===== src/rtl/mmio_uart_tx_if.sv =====
// rtl/mmio_uart_tx_if.sv - data-memory bus bundle shared by the core and the MMIO UART transmitter
interface mmio_uart_tx_if;
    logic [31:0] rw_addr_mem;
    logic [31:0] w_data_mem;
    logic        r_ctrl_mem;
    logic        w_ctrl_mem;
    logic [31:0] r_data_mem;

    modport master (output rw_addr_mem, output w_data_mem, output r_ctrl_mem,
                    output w_ctrl_mem, input r_data_mem);
    modport slave  (input rw_addr_mem, input w_data_mem, input r_ctrl_mem,
                    input w_ctrl_mem, output r_data_mem);
endinterface


===== src/rtl/mmio_uart_tx.sv =====
// rtl/mmio_uart_tx.sv - memory-mapped 8N1 UART transmitter with TX FIFO; MMIO_UART_TX_IRQ_EN adds the irq port
module mmio_uart_tx #(
    parameter logic [31:0] BASE_ADDR  = 32'h0000_1000,
    parameter int unsigned CLK_DIV    = 16,
    parameter int unsigned FIFO_DEPTH = 8
) (
    input  logic          clk,
    input  logic          rst,
    mmio_uart_tx_if.slave bus,
    output logic          tx
`ifdef MMIO_UART_TX_IRQ_EN
    ,
    output logic          irq
`endif
);
    localparam int AW = $clog2(FIFO_DEPTH);

    typedef enum logic [1:0] {S_IDLE, S_START, S_DATA, S_STOP} state_t;

    state_t          r_state, w_state_nxt;
    logic [7:0]      r_mem [FIFO_DEPTH];
    logic [AW-1:0]   r_wptr, r_rptr;
    logic [4:0]      r_count;
    logic            r_overflow, r_tx_en, r_tx;
    logic [15:0]     r_divisor, r_bitlen, r_baud;
    logic [7:0]      r_shift;
    logic [2:0]      r_idx;
    logic [31:0]     w_rdata;
    logic [1:0]      w_sel;
    logic            w_hit, w_wr, w_rd, w_push_req, w_push, w_pop;
    logic            w_full, w_empty, w_busy, w_bit_end, w_tx_nxt, w_irq_en_rd;

    assign w_hit      = (bus.rw_addr_mem[31:4] == BASE_ADDR[31:4]);
    assign w_sel      = bus.rw_addr_mem[3:2];
    assign w_wr       = bus.w_ctrl_mem && w_hit;
    assign w_rd       = bus.r_ctrl_mem && w_hit;
    assign w_full     = (r_count == 5'(FIFO_DEPTH));
    assign w_empty    = (r_count == 5'd0);
    assign w_busy     = (r_state != S_IDLE);
    assign w_bit_end  = (r_baud == r_bitlen - 16'd1);
    assign w_push_req = w_wr && (w_sel == 2'd0);
    // A pop in the same cycle frees the slot, so a full FIFO still accepts the byte
    assign w_push     = w_push_req && (!w_full || w_pop);
    assign tx         = r_tx;

    wire w_unused = ^{bus.rw_addr_mem[1:0], bus.w_data_mem[31:16]};

    always_comb begin
        w_state_nxt = r_state;
        w_pop       = 1'b0;
        w_tx_nxt    = 1'b1;
        case (r_state)
            S_IDLE: begin
                if (r_tx_en && !w_empty) begin
                    w_pop       = 1'b1;
                    w_state_nxt = S_START;
                end
            end
            S_START: begin
                w_tx_nxt = 1'b0;
                if (w_bit_end) w_state_nxt = S_DATA;
            end
            S_DATA: begin
                w_tx_nxt = r_shift[0];
                if (w_bit_end && (r_idx == 3'd7)) w_state_nxt = S_STOP;
            end
            S_STOP: begin
                if (w_bit_end) w_state_nxt = S_IDLE;
            end
            default: w_state_nxt = S_IDLE;
        endcase
    end

    always_ff @(posedge clk or negedge rst) begin
        if (!rst) r_state <= S_IDLE;
        else      r_state <= w_state_nxt;
    end

    // tx is registered from the state, so the line lags the FSM by one cycle
    always_ff @(posedge clk or negedge rst) begin
        if (!rst) begin
            r_tx     <= 1'b1;
            r_shift  <= 8'd0;
            r_bitlen <= 16'd1;
            r_baud   <= 16'd0;
            r_idx    <= 3'd0;
        end else begin
            r_tx <= w_tx_nxt;
            if (w_pop) begin
                r_shift  <= r_mem[r_rptr];
                r_bitlen <= r_divisor;
                r_baud   <= 16'd0;
                r_idx    <= 3'd0;
            end else if (w_busy) begin
                if (w_bit_end) begin
                    r_baud <= 16'd0;
                    if (r_state == S_DATA) begin
                        r_shift <= r_shift >> 1;
                        r_idx   <= r_idx + 3'd1;
                    end
                end else begin
                    r_baud <= r_baud + 16'd1;
                end
            end
        end
    end

    always_ff @(posedge clk) begin
        if (w_push) r_mem[r_wptr] <= bus.w_data_mem[7:0];
    end

    always_ff @(posedge clk or negedge rst) begin
        if (!rst) begin
            r_wptr     <= '0;
            r_rptr     <= '0;
            r_count    <= 5'd0;
            r_overflow <= 1'b0;
        end else begin
            if (w_push) r_wptr <= r_wptr + 1'b1;
            if (w_pop)  r_rptr <= r_rptr + 1'b1;
            case ({w_push, w_pop})
                2'b10:   r_count <= r_count + 5'd1;
                2'b01:   r_count <= r_count - 5'd1;
                default: r_count <= r_count;
            endcase
            if (w_push_req && !w_push)
                r_overflow <= 1'b1;
            else if (w_wr && (w_sel == 2'd3) && bus.w_data_mem[1])
                r_overflow <= 1'b0;
        end
    end

    always_ff @(posedge clk or negedge rst) begin
        if (!rst) begin
            r_divisor <= 16'(CLK_DIV);
            r_tx_en   <= 1'b0;
        end else if (w_wr) begin
            if (w_sel == 2'd2)
                r_divisor <= (bus.w_data_mem[15:0] == 16'd0) ? 16'd1 : bus.w_data_mem[15:0];
            if (w_sel == 2'd3)
                r_tx_en <= bus.w_data_mem[0];
        end
    end

`ifdef MMIO_UART_TX_IRQ_EN
    logic r_irq_en, r_irq;

    always_ff @(posedge clk or negedge rst) begin
        if (!rst) begin
            r_irq_en <= 1'b0;
            r_irq    <= 1'b0;
        end else begin
            if (w_wr && (w_sel == 2'd3)) r_irq_en <= bus.w_data_mem[2];
            r_irq <= r_irq_en && w_empty && !w_busy;
        end
    end

    assign irq         = r_irq;
    assign w_irq_en_rd = r_irq_en;
`else
    assign w_irq_en_rd = 1'b0;
`endif

    always_comb begin
        w_rdata = 32'd0;
        if (w_rd) begin
            case (w_sel)
                2'd1:    w_rdata[8:0]  = {r_count, r_overflow, w_empty, w_full, w_busy};
                2'd2:    w_rdata[15:0] = r_divisor;
                2'd3:    w_rdata[2:0]  = {w_irq_en_rd, 1'b0, r_tx_en};
                default: w_rdata       = 32'd0;
            endcase
        end
    end

    assign bus.r_data_mem = w_rdata;
endmodule


===== src/flat_wrapper.sv =====
// flat-port wrapper written by rule: the top's interface ports become plain ports
module mmio_uart_tx_flat 
#(
    parameter logic [31:0] BASE_ADDR  = 32'h0000_1000,
    parameter int unsigned CLK_DIV    = 16,
    parameter int unsigned FIFO_DEPTH = 8
)
  (clk, rst, tx, bus_rw_addr_mem, bus_w_data_mem, bus_r_ctrl_mem, bus_w_ctrl_mem, bus_r_data_mem);
  mmio_uart_tx_if bus_i ();
  input  logic clk;
  input  logic rst;
  output logic tx;
  input wire logic [$bits(bus_i.rw_addr_mem)-1:0] bus_rw_addr_mem;
  input wire logic [$bits(bus_i.w_data_mem)-1:0] bus_w_data_mem;
  input wire logic [$bits(bus_i.r_ctrl_mem)-1:0] bus_r_ctrl_mem;
  input wire logic [$bits(bus_i.w_ctrl_mem)-1:0] bus_w_ctrl_mem;
  output wire logic [$bits(bus_i.r_data_mem)-1:0] bus_r_data_mem;
  assign bus_i.rw_addr_mem = bus_rw_addr_mem;
  assign bus_i.w_data_mem = bus_w_data_mem;
  assign bus_i.r_ctrl_mem = bus_r_ctrl_mem;
  assign bus_i.w_ctrl_mem = bus_w_ctrl_mem;
  assign bus_r_data_mem = bus_i.r_data_mem;
  mmio_uart_tx #(.BASE_ADDR(BASE_ADDR), .CLK_DIV(CLK_DIV), .FIFO_DEPTH(FIFO_DEPTH)) u_core (.clk(clk), .rst(rst), .bus(bus_i), .tx(tx));
endmodule

===== config.mk =====
export PLATFORM = sky130hd
export DESIGN_NAME = mmio_uart_tx_flat
export DESIGN_NICKNAME = d
export VERILOG_FILES = /design/src/rtl/mmio_uart_tx_if.sv /design/src/rtl/mmio_uart_tx.sv /design/src/flat_wrapper.sv
export SDC_FILE = /design/constraint.sdc
export NUM_CORES = 1
export LEC_CHECK = 0
export CAP_MARGIN = 10
export CORE_UTILIZATION = 55
export CTS_BUF_LIST = sky130_fd_sc_hd__clkbuf_16
export DETAILED_ROUTE_END_ITERATION = 8
export PLACE_DENSITY_LB_ADDON = 0.1
export SYNTH_ARGS = -nofsm -noshare
export SYNTH_HDL_FRONTEND = slang
export SYNTH_SLANG_ARGS = --single-unit

===== constraint.sdc =====
create_clock -name clk -period 5.6 [get_ports clk]
set_clock_uncertainty 0.2 [all_clocks]
set_input_delay 0.56 -clock clk [delete_from_list [all_inputs] [get_ports clk]]
set_output_delay 0.56 -clock clk [all_outputs]
set_load 0.05 [all_outputs]

==> summary.md <==
| Metric | Value |
|---|---|
| Outcome | `complete, no violations` |
| Drt pass-1 iters | `6` |
| Fin crit period | `4.36 ns` |
| Leakage Power | `0.00336 µW` |
| Logic pwr share | `3.9%` |
| Filler cells | `963` |
| Net Sw Power | `slightly above 500 µW` |
| Worst skew pair latency | `0.42 ns` |
| Chip Height | `116 µm` |
| Multi-input logic area | `0.00304 mm²` |
| Ys async rst share | `54.0%` |
| Max cap viols | `0` |
| Switching Share | `a little under a quarter` |
| Fmax | `0.229 GHz` |
| Leading cell type in the layout, fill and taps excluded | `nand2_1` |
| Routed length per instance | `about 18 µm` |
| Mapped Cells | `607` |
| Vias per inst | `~6` |
| CTS Buf Count | `17` |
| WP data required | `slightly below 5 ns` |
| First-pass GRT wire length | `25200 µm` |
| Largest stage delay, worst path | `0.73 ns` |
| Mapped Avg Cell Area | `11.7 µm²` |
| Net count, final | `between 700 and 800` |
| Vias in the first global route | `4837` |
| EDFF count, synth | `64` |
| Relative slew slack | `28.0%` |
| Register Area | `0.00380 mm²` |
| Largest net degree at the start of global routing | `76` |
| Setup TNS Final | `0 ns` |
| RSZ-0062 raised after global routing | `false` |
| Clock Path Buffers | `2` |
| Worst Setup Start Kind | `flip-flop` |
| Crit path arrival time | `3.60 ns` |
| Overall Global Routing Usage | `25.3%` |
| Final cell count without fillers | `852` |
| Pint | `1720 µW` |
| Sequential element share of the synthesized area | `53.5%` |
| Cell Rows | `41` |
| CTS hold repair buffers | `0` |
| Hold Path Class | `input port to async pin` |
| Worst-path clk slew | `0.06 ns` |
| # port buffers | `66` |
| Die Area | `0.0134 mm²` |
| Crit. End Element | `output port` |
| Vias | `5014` |
| Chip width | `116 µm` |
| Sequential power share | `48.1%` |
| Layout cell share with drive strength beyond 1 | `12.9%` |
| Final Max Tran Viols | `0` |
| Kind of critical path | `flip-flop to output port` |
| Period Utilization, post-route | `77.8%` |
| CP max stage cell | `clkinv_1` |
| Count of final setup violators | `0` |
| Ports | `101` |
| Initial Util | `between 50% and 60%` |
| Overflow after GRT | `0` |
| CTS root buffer | `clkbuf_16` |
| FF+latch count, synth | `between 100 and 150` |
| Final hold vios | `0` |
| Synth unique cells | `66` |
| P per Cell Area | `264 mW/mm²` |
| Most frequent cells in the layout | `nand2_1 (78), dfrtp_1 (72), clkdlybuf4s50_1 (65), edfxtp_1 (64), nor2_1 (26)` |
| Detailed Route WL | `15600 µm` |
| Post-CTS Setup Bufs | `0` |
| Placed cells | `820` |
| Layout area overhead | `18.3%` |
| CP Cell Sequence | `inv_1, ha_1, clkinv_1, a222oi_1, nor2_1, clkdlybuf4s50_1` |
| Top FF cell, synth | `dfrtp_1` |
| Mapped Area | `0.00710 mm²` |
| Crit Path Max Fanout | `19` |
| Core area | `0.0126 mm²` |
| Final ANT Viol Nets | `0` |
| H-tree levels | `4` |
| Placer Congestion | `around 0.86` |
| CTS tree | `done` |
| N_diodes | `0` |
| Initial DRC Count | `472` |
| Sink Count | `139` |
| Hpwl dp | `10700 µm` |
| Initial antenna violation count | `0` |
| Clock power share | `around 48%` |
| Worst-margin pin slew | `about 1.1 ns` |
| DRC Markers | `0` |
| # resized after CTS | `0` |
| Ys Warns | `0` |
| Max IR drop VDD | `approximately 0.00022 V` |
## path summary, 6_finish.rpt
path	startpoint	end	slack, ns	cells past startpoint
worst max-delay path	u_core.r_state[1]	bus_r_data_mem[0]	1.24	6
worst min-delay path	rst	u_core.r_rptr[1]	0.09	1
worst max register to register	u_core.r_bitlen[3]	u_core.r_shift[1]	1.76	7
worst min register to register	u_core.r_overflow	u_core.r_overflow	0.29	2
max in group asynchronous	rst	u_core.r_bitlen[10]	4.47	1
min in group clk	u_core.r_overflow	u_core.r_overflow	0.29	2
## flip-flops by register name, summed over array words and instances (netlist names)
name,flops
u_core.r_rptr,3
u_core.r_tx_en,1
u_core.r_shift,8
u_core.r_baud,16
u_core.r_state,2
u_core.r_overflow,1
u_core.tx,1
u_core.r_idx,3
u_core.r_bitlen,16
u_core.r_wptr,3
u_core.r_count,5
u_core.r_divisor,16
u_core.r_mem,64
## cell families (layout without fill, tap and decap cells)
| family | count (synthesis) | in the layout | share of synthesized area (%) |
|---|---|---|---|
| compound gates | 94 | 94 | 10.0 |
| other cells | 1 | 16 | 0.0528 |
| flops | 139 | 139 | 53.5 |
| fa+ha+maj | 21 | 21 | 3.81 |
| simple gates | 224 | 224 | 16.4 |
| xor+xnor | 22 | 22 | 2.71 |
| mux | 41 | 41 | 8.93 |
| buf+inv | 65 | 123 | 4.49 |
## critical path, delay by kind of cell, from the launching register on
family	cells	cell delay (ns)
compound gates	1	0.54
fa+ha+maj	1	0.58
buf+inv	3	1.58
flops	1	0.41
simple gates	1	0.07
## metrics by stage
step                utilization, %  worst slack [ns]  area, µm²  power (µW)  hold WS, ns
floorplan                        -              2.08       7160        1130       0.0644
global placement              62.1              1.36       7840        1170        0.269
detailed placement            62.1              1.29       7840        1180        0.274
CTS                           66.6              1.20       8400        2240        0.127
global route                  66.6              1.03       8400        2280        0.173
finish                        66.6              1.24       8400        2220       0.0940
## synthesized netlist by cell type (4+ instances only)
cell type  number  share of area (%)
nand2b_1       12                1.1
nand4_1         4               0.35
a22oi_1         8               0.85
o21ai_0        10               0.70
mux2i_1         6               0.85
mux4_2         16                5.1
or4_1           6               0.63
inv_1          16               0.85
a31oi_1        25                2.2
xor2_1          7               0.86
buf_1           6               0.32
nand3_1        13               0.92
and3_1         15                1.3
clkbuf_1       21                1.1
dfrtp_1        72                 25
nand2_1        78                4.1
buf_4          17                1.8
and2_1          4               0.35
ha_1           20                3.5
nor3_1         11               0.78
xnor2_1        15                1.8
nor2_1         26                1.4
nor4_1         14                1.2
or3_1          19                1.7
edfxtp_1       64                 27
nor3b_1         5               0.53
a21oi_1         5               0.35
mux2_2         19                3.0
o211ai_1       14                1.5
## final cells by class
type | instances | area share, %
Multi-Input combinational cell | 418 | 36.2
Sequential cell | 139 | 45.2
Clock buffer | 17 | 5.06
Tap cell | 172 | 2.56
Timing Repair Buffer | 74 | 8.55
Inverter | 17 | 0.759
Clock inverter | 15 | 1.64
## metal layers
layer  track usage [%]  vias up  share of wire (%)
li1                  -     2365                  -
met1              35.0     2466                 46
met2              39.6      153                 48
met3              5.33       30                4.9
met4              9.15        0                1.6
met5                 0        -                  0
## power groups by stage
stage | sequential (µW) | clock [µW] | combinational, µW
after global placement | 1090 | 0 | 84.9
after global routing | 1070 | 1120 | 92.4
after detailed placement | 1090 | 0 | 86.4
after CTS | 1070 | 1080 | 86.7
final | 1070 | 1070 | 86.2
after floorplan | 1090 | 0 | 38.3
Note: power is estimated with default switching activity, not from simulation.
